`config.mk`:
```
export PLATFORM = sky130hd
export DESIGN_NAME = perf_counter_ctrl_flat
export DESIGN_NICKNAME = d
export VERILOG_FILES = /design/src/rtl/perf_counter_ctrl_if.sv /design/src/rtl/perf_counter_ctrl.sv /design/src/flat_wrapper.sv
export SDC_FILE = /design/constraint.sdc
export NUM_CORES = 1
export LEC_CHECK = 0
export CELL_PAD_IN_SITES_DETAIL_PLACEMENT = 0
export CELL_PAD_IN_SITES_GLOBAL_PLACEMENT = 1
export CORE_MARGIN = 3
export CORE_UTILIZATION = 30
export DETAILED_ROUTE_END_ITERATION = 8
export GPL_ROUTABILITY_DRIVEN = 0
export PLACE_DENSITY = 0.65
export SLEW_MARGIN = 20
export SYNTH_ARGS = -nofsm -noshare
export SYNTH_HDL_FRONTEND = slang
export SYNTH_SLANG_ARGS = --single-unit
```
`constraint.sdc`:
```
create_clock -name clk -period 1.9 [get_ports clk]
set_input_delay 0.38 -clock clk [delete_from_list [all_inputs] [get_ports clk]]
set_output_delay 0.38 -clock clk [all_outputs]
set_load 0.02 [all_outputs]
```
`src/rtl/perf_counter_ctrl_if.sv`:
```
// Read port of the performance-counter block.
//   rd_req   : read request, one per cycle allowed
//   sel      : counter index for rd_req (out-of-range reads return 0)
//   rd_valid : registered read-data valid
//   rd_data  : registered read data
// master drives requests and slave returns data.
interface perf_counter_ctrl_if #(
  parameter int unsigned NUM_EVT = 4,
  parameter int unsigned CNT_W   = 32
) ();
  localparam int unsigned SEL_W = (NUM_EVT > 1) ? $clog2(NUM_EVT) : 1;

  logic             rd_req;
  logic [SEL_W-1:0] sel;
  logic             rd_valid;
  logic [CNT_W-1:0] rd_data;

  modport master (output rd_req, output sel, input rd_valid, input rd_data);
  modport slave  (input rd_req, input sel, output rd_valid, output rd_data);
endinterface

```
`src/rtl/perf_counter_ctrl.sv`:
```
// Performance counter controller.
// Counter 0 counts cycles spent in RUN. Counters 1..NUM_EVT-1 count evt[i]
// strobes seen in RUN. Every counter wraps and sets a sticky ovf bit.
// Ports:
//   clk     : single clock, rising edge
//   reset   : asynchronous active-low reset
//   start   : IDLE -> RUN request (level)
//   stop    : RUN -> IDLE request (level)
//   clear   : zero counters and ovf and force IDLE (highest priority)
//   halt    : CPU halt indication, RUN -> HALTED
//   evt     : event strobes; bit 0 is not used
//   rd_bus  : read port (slave modport)
//   running : state is RUN
//   halted  : state is HALTED
//   ovf     : sticky wrap flag per counter
module perf_counter_ctrl #(
  parameter int unsigned NUM_EVT = 4,
  parameter int unsigned CNT_W   = 32
) (
  input  logic               clk,
  input  logic               reset,
  input  logic               start,
  input  logic               stop,
  input  logic               clear,
  input  logic               halt,
  input  logic [NUM_EVT-1:0] evt,
  perf_counter_ctrl_if.slave rd_bus,
  output logic               running,
  output logic               halted,
  output logic [NUM_EVT-1:0] ovf
);

  localparam logic [CNT_W-1:0] CNT_ONE = {{(CNT_W-1){1'b0}}, 1'b1};

  typedef enum logic [1:0] {
    ST_IDLE,
    ST_RUN,
    ST_HALTED
  } state_e;

  state_e             state_q, state_d;
  logic [CNT_W-1:0]   cnt_q [NUM_EVT];
  logic [CNT_W-1:0]   cnt_d [NUM_EVT];
  logic [NUM_EVT-1:0] ovf_q, ovf_d;
  logic               rd_valid_q;
  logic [CNT_W-1:0]   rd_data_q;
  logic [CNT_W-1:0]   rd_mux;
  logic               count_en;

  // Counter 0 always counts, so the strobe on evt[0] has no meaning.
  logic unused_evt0;
  assign unused_evt0 = evt[0];

  // Counting follows the state before this edge, so a stop/halt sampled
  // on the same edge still lets that edge count.
  assign count_en = (state_q == ST_RUN) && !clear;

  always_comb begin
    state_d = state_q;
    if (clear) begin
      state_d = ST_IDLE;
    end else begin
      case (state_q)
        ST_IDLE:   if (start) state_d = ST_RUN;
        ST_RUN: begin
          if (halt)      state_d = ST_HALTED;
          else if (stop) state_d = ST_IDLE;
        end
        ST_HALTED: state_d = ST_HALTED;
        default:   state_d = ST_IDLE;
      endcase
    end
  end

  always_comb begin
    cnt_d = cnt_q;
    ovf_d = ovf_q;
    if (clear) begin
      for (int unsigned i = 0; i < NUM_EVT; i++) cnt_d[i] = '0;
      ovf_d = '0;
    end else if (count_en) begin
      for (int unsigned i = 0; i < NUM_EVT; i++) begin
        if (i == 0 || evt[i]) begin
          cnt_d[i] = cnt_q[i] + CNT_ONE;
          if (&cnt_q[i]) ovf_d[i] = 1'b1;
        end
      end
    end
  end

  // Reads sample the pre-increment (and pre-clear) counter value.
  always_comb begin
    rd_mux = '0;
    for (int unsigned i = 0; i < NUM_EVT; i++) begin
      if (32'(rd_bus.sel) == i) rd_mux = cnt_q[i];
    end
  end

  always_ff @(posedge clk or negedge reset) begin
    if (!reset) begin
      state_q <= ST_IDLE;
      for (int unsigned i = 0; i < NUM_EVT; i++) cnt_q[i] <= '0;
      ovf_q      <= '0;
      rd_valid_q <= 1'b0;
      rd_data_q  <= '0;
    end else begin
      state_q <= state_d;
      cnt_q   <= cnt_d;
      ovf_q   <= ovf_d;
      if (rd_bus.rd_req) begin
        rd_valid_q <= 1'b1;
        rd_data_q  <= rd_mux;
      end else begin
        rd_valid_q <= 1'b0;
      end
    end
  end

  assign running         = (state_q == ST_RUN);
  assign halted          = (state_q == ST_HALTED);
  assign ovf             = ovf_q;
  assign rd_bus.rd_valid = rd_valid_q;
  assign rd_bus.rd_data  = rd_data_q;

endmodule

```
`src/flat_wrapper.sv`:
```
// flat-port wrapper written by rule: the top's interface ports become plain ports
module perf_counter_ctrl_flat 
#(
  parameter int unsigned NUM_EVT = 4,
  parameter int unsigned CNT_W   = 32
)
  (clk, reset, start, stop, clear, halt, evt, running, halted, ovf, rd_bus_rd_req, rd_bus_sel, rd_bus_rd_valid, rd_bus_rd_data);
  perf_counter_ctrl_if #(.NUM_EVT(NUM_EVT), .CNT_W(CNT_W)) rd_bus_i ();
  input  logic clk;
  input  logic reset;
  input  logic start;
  input  logic stop;
  input  logic clear;
  input  logic halt;
  input  logic [NUM_EVT-1:0] evt;
  output logic running;
  output logic halted;
  output logic [NUM_EVT-1:0] ovf;
  input wire logic [$bits(rd_bus_i.rd_req)-1:0] rd_bus_rd_req;
  input wire logic [$bits(rd_bus_i.sel)-1:0] rd_bus_sel;
  output wire logic [$bits(rd_bus_i.rd_valid)-1:0] rd_bus_rd_valid;
  output wire logic [$bits(rd_bus_i.rd_data)-1:0] rd_bus_rd_data;
  assign rd_bus_i.rd_req = rd_bus_rd_req;
  assign rd_bus_i.sel = rd_bus_sel;
  assign rd_bus_rd_valid = rd_bus_i.rd_valid;
  assign rd_bus_rd_data = rd_bus_i.rd_data;
  perf_counter_ctrl #(.NUM_EVT(NUM_EVT), .CNT_W(CNT_W)) u_core (.clk(clk), .reset(reset), .start(start), .stop(stop), .clear(clear), .halt(halt), .evt(evt), .rd_bus(rd_bus_i), .running(running), .halted(halted), .ovf(ovf));
endmodule
```
==> impl_metrics.csv <==
group,metric,value,unit
run_status,outcome,"completed",
logic_synthesis,syn_nets,832,
logic_synthesis,synth_seq_area_share,0.475,
route,drt_iter0_drc,524,
worst_setup_path,worstPathMaxFanout,7,
floorplan,core,28800,µm²
sta,setup_viol,0,
sta,maxSlewHeadroom,0.579,
logic_synthesis,synth_largest_area_cell,"dfrtp_1",
sta,clock_skew,0.0115,ns
sta,rsz0062_at_grt,"yes",
pwr,p_leak,4.64,nW
worst_setup_path,critPathCaptureType,"register",
route,postRouteAntennaNets,0,
final_layout,area_growth,26.5,%
worst_setup_path,crit_buf_inv,1,
logic_synthesis,synth_cell_types,49,
pwr,p_comb_frac,0.052,
pwr,power_density,676,nW/µm²
logic_synthesis,synth-seq-cells,167,
place,portBuffers,50,
worst_setup_path,crit_chain,"ha_1 -> and4_1 -> o21ai_1 -> buf_4 -> nor4_1 -> o21ai_0",
clock_network,cts_tree,"yes",
sta,fin_crit_sh,0.980,
pwr,p_clk_frac,0.472,
final_layout,design_area,11100,µm²
floorplan,dieArea,31400,µm²
clock_network,clock_sinks,167,
logic_synthesis,yosysWarningCount,0,
route,viasPerCell,4.96,
logic_synthesis,syn_inst,815,
worst_setup_path,slowest_stage,"nor4_1",
logic_synthesis,synth_most_common_cell,"dfrtp_1",
hold_path,hold_class,"input pin to register",
sta,hold_violations,0,
floorplan,dieWidth,177,µm
worst_setup_path,cp.depth,6,
worst_setup_path,ff2ff_path_depth,6,
global_routing,antenna_found_initial,0,
pwr,p_seq_frac,0.477,
final_layout,diodes,0,
pwr,p_int,5.75,mW
pwr,switchingPower,1.77,mW
pwr,vdd_ir_drop_max,0.000607,V
route,drtPass1Iterations,5,
global_routing,grt_overflow_total,0,
global_routing,grt_pass1_wl,37800,µm
hold_path,hold_depth,2,
global_routing,grt_pass1_vias,6616,
worst_setup_path,crit_arrival,2.16,ns
place,place_area,10400,µm²
floorplan,die_h,177,µm
clock_network,cts_root_buffer,"clkbuf_16",
logic_synthesis,ys_top_cells_by_area,"dfrtp_1 (48%), mux4_2 (7.9%), nor2_1 (5.9%), xnor2_1 (5.9%), xor2_1 (5.8%)",
floorplan,initial_utilization,0.305,
clock_network,cts_buffer_depth,2,
clock_network,clk_pin_slew,0.07,ns
floorplan,io-pin-count,52,
place,numPlacedInstances,1297,
sta,tns,0,ns
route,vias,6598,
worst_setup_path,start_kind,"register",
worst_setup_path,required,2.20,ns
global_routing,grt_max_degree,58,
sta,drv_slew,0,
pwr,swShare,0.236,
logic_synthesis,yosysTopAreaCellShare,0.475,
logic_synthesis,synthArstFlopShare,1.00,
worst_setup_path,path_class,"register to register",
sta,post-route-min-period,1.86,ns
clock_network,htree_levels,4,
worst_setup_path,max_stage_delay,0.44,ns
pwr,total_power,7.52,mW
place,dp_hpwl,16700,µm
run,max-cap-violations,0,
route,drc,0,
worst_setup_path,timing.critical_path.max_delay_family,"simple AND/OR/NAND/NOR gates",
final_layout,drive_above_1_share,0.247,
sta,worst_pin_slew,0.632,ns
logic_synthesis,synth_commonest_cells,"dfrtp_1 (167), nor2_1 (138), xnor2_1 (59), xor2_1 (58), nand4_1 (45)",
route,drt-total-wl,23000,µm
route,wire_per_inst,17.3,µm
clock_network,cts_made_buffers,17,
logic_synthesis,syn_area,8790,µm²
clock_network,clk_latency,0.43,ns
floorplan,rows,62,
global_routing,grt_usage,0.154,
logic_synthesis,syn_area_per_cell,10.8,µm²
final_layout,nets,951,
final_layout,finalNonFillerCells,1331,
sta,max_freq,537,MHz
logic_synthesis,synth_edf_count,0,
logic_synthesis,synth_ff_type,"dfrtp_1",
## power by group through the flow
stage | Clock [mW] | Combinational [mW] | Sequential [mW]
2_1_floorplan | 0 | 0.177 | 3.65
4_1_cts | 3.64 | 0.401 | 3.58
3_5_place_dp | 0 | 0.400 | 3.65
6_report | 3.55 | 0.387 | 3.59
5_1_grt | 3.79 | 0.430 | 3.58
3_3_place_gp | 0 | 0.399 | 3.65
## final timing paths
kind	to	slack, ns	from
min in group asynchronous	u_core.rd_bus.rd_data[24]	0.43	reset
setup / recovery	u_core.cnt_q[62]	0.04	u_core.cnt_q[32]
max in group asynchronous	u_core.cnt_q[77]	0.81	reset
hold / removal	u_core.state_q[1]	0.29	clear
hold reg to reg	u_core.ovf[1]	0.50	u_core.ovf[1]
setup reg to reg	u_core.cnt_q[62]	0.04	u_core.cnt_q[32]
## layer usage
layer,wire (µm),GRT usage,vias to the layer above
met5,0,0,-
li1,-,-,3138
met4,273,0.0383,0
met1,11400,0.228,3325
met3,742,0.0245,22
met2,10500,0.235,113
## cell usage in the layout (no fill, tap or decap), types with 3 or more instances in the layout
master and instances:
mux2_2 33, nor2_1 138, or2_2 6, a21oi_1 7, nor4_2 13, nand4_1 45, buf_12 13, clkinv_4 4
and3_1 19, nor4_1 13, and4_1 17, mux4_2 31, nand3b_1 3, nand3_1 39, or3_1 4, inv_6 3
buf_6 5, and2_1 5, nor3_1 19, nand2_1 39, buf_4 79, mux2i_1 4, nor2b_1 4, nor3_2 3
o21ai_0 5, clkdlybuf4s50_1 45, xor2_1 58, and4_2 3, xnor2_1 59, ha_1 4, inv_1 7, dfrtp_1 166
clkbuf_16 17
## kinds of logic after synthesis
| family | Yosys count | share of synthesized area |
|---|---|---|
| AND/OR/NAND/NOR | 379 | 0.224 |
| buffers and inverters | 54 | 0.0287 |
| AO/OA/AOI/OAI | 25 | 0.0204 |
| adder cells (fa/ha/maj) | 4 | 0.00569 |
| XOR/XNOR | 117 | 0.117 |
| multiplexers | 69 | 0.129 |
| flip-flops | 167 | 0.475 |
## through the flow
stage	hold WS, ns	util	setup WS [ns]
6_report	0.288	0.386	0.0383
5_1_grt	0.293	0.386	-0.0307
4_1_cts	0.277	0.383	0.0179
3_5_place_dp	0.334	0.362	-0.302
3_3_place_gp	0.337	0.362	-0.309
2_1_floorplan	0.0844	-	0.0627
## area by class of cell
cell class                 count  area (µm²)
sequential                   167        4180
clock buffer                  19         453
timing repair buffer         146        1390
clock inverter                13         146
multi-input combinational    594        4440
fill                        2761       17700
tap                          384         480
inverter                       8        30.0
## flip-flops by register name, summed over array words and instances (netlist names)
register,flops
u_core.rd_bus.rd_data,32
u_core.cnt_q,128
u_core.state_q,2
u_core.ovf,4
u_core.rd_bus.rd_valid,1
## timing repair
action / 4_1_cts / 5_1_grt
hold buffers: 1 / 0
gates resized for setup: 4 / 22
pin swaps: 0 / 3
hold endpoints to repair: 35 / 0
setup endpoints to repair: 3 / 33
setup buffers: 0 / 1
Power figures use the tool's default switching activity.
==> patch: new RTL, config.mk and constraints unchanged <==
The 3 states of `state_e` get a one-hot encoding in 3 bits.
--- a/src/rtl/perf_counter_ctrl.sv
+++ b/src/rtl/perf_counter_ctrl.sv
@@ -32,10 +32,10 @@
 
   localparam logic [CNT_W-1:0] CNT_ONE = {{(CNT_W-1){1'b0}}, 1'b1};
 
-  typedef enum logic [1:0] {
-    ST_IDLE,
-    ST_RUN,
-    ST_HALTED
+  typedef enum logic [2:0] {
+    ST_IDLE   = 3'b001,
+    ST_RUN    = 3'b010,
+    ST_HALTED = 3'b100
   } state_e;
 
   state_e             state_q, state_d;
Formal check against the unedited RTL: same outputs for any inputs over 4 cycles, from zero or initial values and one cycle with reset low; so few cycles prove little.
==> patch against the unedited design <==
  * Area after synthesis up 0.88%
  * Combinational power down 5.4%
  * Non-clock buffer count up 38
  * Design area up 5.2%
  * Total power down 1.5%
  * Worst hold slack better by 0.025 ns
  * Sequential cell count up 1
  * Setup slack worse by 0.025 ns
  * Routed wire length up 9.5%
  * Highest routed layer unchanged
==> patch: results (changes against the unedited design) <==
- The worst hold path depth is 2 (unchanged).
- In the synthesized netlist the dominant register cell turns out to be sky130_fd_sc_hd__dfrtp_1.
- The share of synthesized flip-flops with an asynchronous set or reset is 100.0% (unchanged).
- The clock network latency to the later pin of the worst-skew pair is 0.43 ns (about the same).
- The distinct cell type count of the synthesized netlist came to 55 (+12%).
- The number of port buffers came to 50 (unchanged).
- The root cell of the clock tree is sky130_fd_sc_hd__clkbuf_16.
- The part of the Yosys area used for sequential elements is 47.42% (-0.12 points).
- The critical path is of the reg -> reg type.
- The worst voltage drop across the vdd grid is 0.5511 mV (-9.1%).
- The endpoint arrival time on the critical path is 2.23 ns (+0.07 ns).
- The worst-margin pin slew is 0.4967 ns (-0.1354 ns).
- The number of antenna violations at the first check in global routing is 0 (unchanged).
- The maximum clock path buffer count is 2 (unchanged).
- The clock tree skew after final layout is 0.01175 ns (+0.0002531 ns).
- The run finished with clean final reports.
- The CTS clock-pin slew for the worst setup and hold paths is 0.06 ns.
- The overall global routing resource usage is 16.49% (+1.1 points).
- Sorting the synthesized cells by area gives the leading types as sky130_fd_sc_hd__dfrtp_1, sky130_fd_sc_hd__mux4_2, sky130_fd_sc_hd__xnor2_1.
- The violation count after the first detailed-routing iteration was 584 (+11%).
- The fraction of power spent switching nets is 22.95% (-0.62 points).
- For hold timing, the worst endpoint is u_core.rd_bus.rd_valid.
- The worst register-to-register path ends at u_core.cnt_q[73].
- The detailed placement HPWL is 18,400 um (+10%).
- The clock buffer count from CTS came to 17 (unchanged).
- The wire length of the first global-routing pass is 40,080 um (+6.1%).
- The maximum fanout along the worst path came to 9 (+2).
- The leakage power summed over all cells is 4.952 nW (+6.7%).
- Counting instances in the post-synthesis netlist gives the leading cell types as sky130_fd_sc_hd__dfrtp_1, sky130_fd_sc_hd__nor2_1, sky130_fd_sc_hd__xnor2_1.
- The path type of the worst min-delay path is in -> reg.
- The placed standard-cell area is 10,760 sq um (+3.3%).
- In this run the most critical hold path is launched from rd_bus_rd_req.
- The worst-case register-to-register setup slack is 0.01 ns (-0.03 ns).
- The number of flip-flops in the largest register was 128 (unchanged).
- The critical path starts at u_core.state_q[2].
- The number of nets in the layout is 999 (+5.0%).
- The number of warnings issued by yosys is 0 (unchanged).
- The total routed wirelength is 25,140 um (+9.5%).
- The synthesized net count was 842 (+1.2%).
- The largest register by flop count is u_core.cnt_q.
- The vias after detailed routing is 6,912 (+4.8%).
- The pin count of the biggest net entering global routing is 95 (+64%).
- The share of layout cells above drive strength 1 is 29.07% (+4.4 points).
- The H-tree depth reported by CTS is 4 (unchanged).
- The count of inserted antenna diode cells came to 0 (unchanged).
- The count of TritonRoute iterations in the first routing pass is 5 (unchanged).
- The depth of the most critical reg-to-reg path came to 5 (-1).
patch: cell types whose count changed in the layout (fill, tap and decap cells not counted), sizes merged, moves of 3 or more:
cell,before,now
nand4,46,38
or3,5,8
inv,11,15
and3b,3,0
nor2b,4,0
buf,98,139
a21oi,7,11
clkbuf,21,25
nand2,39,44
nand3,40,46
a31oi,0,3
or2,6,3
clkinv,6,2
patch: kinds of logic (layout without fill, tap and decap cells):
kind of cell | count (synthesis) | in the layout | share of synthesized area [%]
and+or+nand+nor | 381 | 381 | 22.71
muxes | 66 | 66 | 12.54
AOI/OAI and AO/OA | 30 | 30 | 2.370
adders and majority gates | 4 | 4 | 0.5644
xor gates and xnor gates | 116 | 116 | 11.46
DFF | 168 | 168 | 47.42
buffers and inverters | 60 | 229 | 2.935
patch: power by group through the flow:
| stage | registers, mW | logic [mW] | clock network [mW] |
|---|---|---|---|
| finish | 3.59 | 0.366 | 3.45 |
| global route | 3.59 | 0.403 | 3.65 |
| CTS | 3.59 | 0.375 | 3.51 |
| detailed placement | 3.66 | 0.360 | 0 |
| global placement | 3.66 | 0.357 | 0 |
| floorplan | 3.66 | 0.143 | 0 |
patch: what timing repair did:
| item | CTS | global route |
|---|---|---|
| pin swaps | 1 | 22 |
| gates resized for setup | 15 | 51 |
| hold buffers | 1 | 0 |
| endpoints found under the hold margin | 38 | 0 |
| endpoints found under the setup margin | 18 | 48 |
| setup buffers | 3 | 5 |
patch: layout make-up:
type                    count  area (sq um)
clock buffers              25         505.5
clock inverters             6         63.81
fillers                  2758         17240
inverters                  14         52.55
multi-input cells         597          4681
flip-flops and latches    168          4208
well taps                 384         480.5
repair buffers            184          1703
patch: worst max-delay path: stages (launching register included):
cell	delay [ns]
sky130_fd_sc_hd__dfrtp_2	0.46
sky130_fd_sc_hd__nand4bb_4	0.25
sky130_fd_sc_hd__a211o_4	0.41
sky130_fd_sc_hd__buf_4	0.16
sky130_fd_sc_hd__or3_1	0.34
sky130_fd_sc_hd__a21oi_1	0.16
patch: per-stage QoR:
stage | power (mW) | setup slack, ns | util, % | hold slack (ns) | std cells
after floorplan | 3.802 | 0.02178 | - | 0.08441 | 825
after global placement | 4.020 | -0.4250 | 37.18 | 0.3525 | 1340
after detailed placement | 4.023 | -0.4359 | 37.18 | 0.3550 | 1340
after CTS | 7.476 | 0.0004050 | 39.36 | 0.3031 | 1375
after global routing | 7.648 | -0.06407 | 40.41 | 0.3079 | 1378
final | 7.408 | 0.01321 | 40.41 | 0.3136 | 1378
patch: metal layers:
layer	global-route usage (%)	wire length, um	share of wire [%]
met1	24.47	12310	49
met2	25.64	11740	47
met3	2.332	834	3.3
met4	3.436	255	1.0
met5	0	0	0
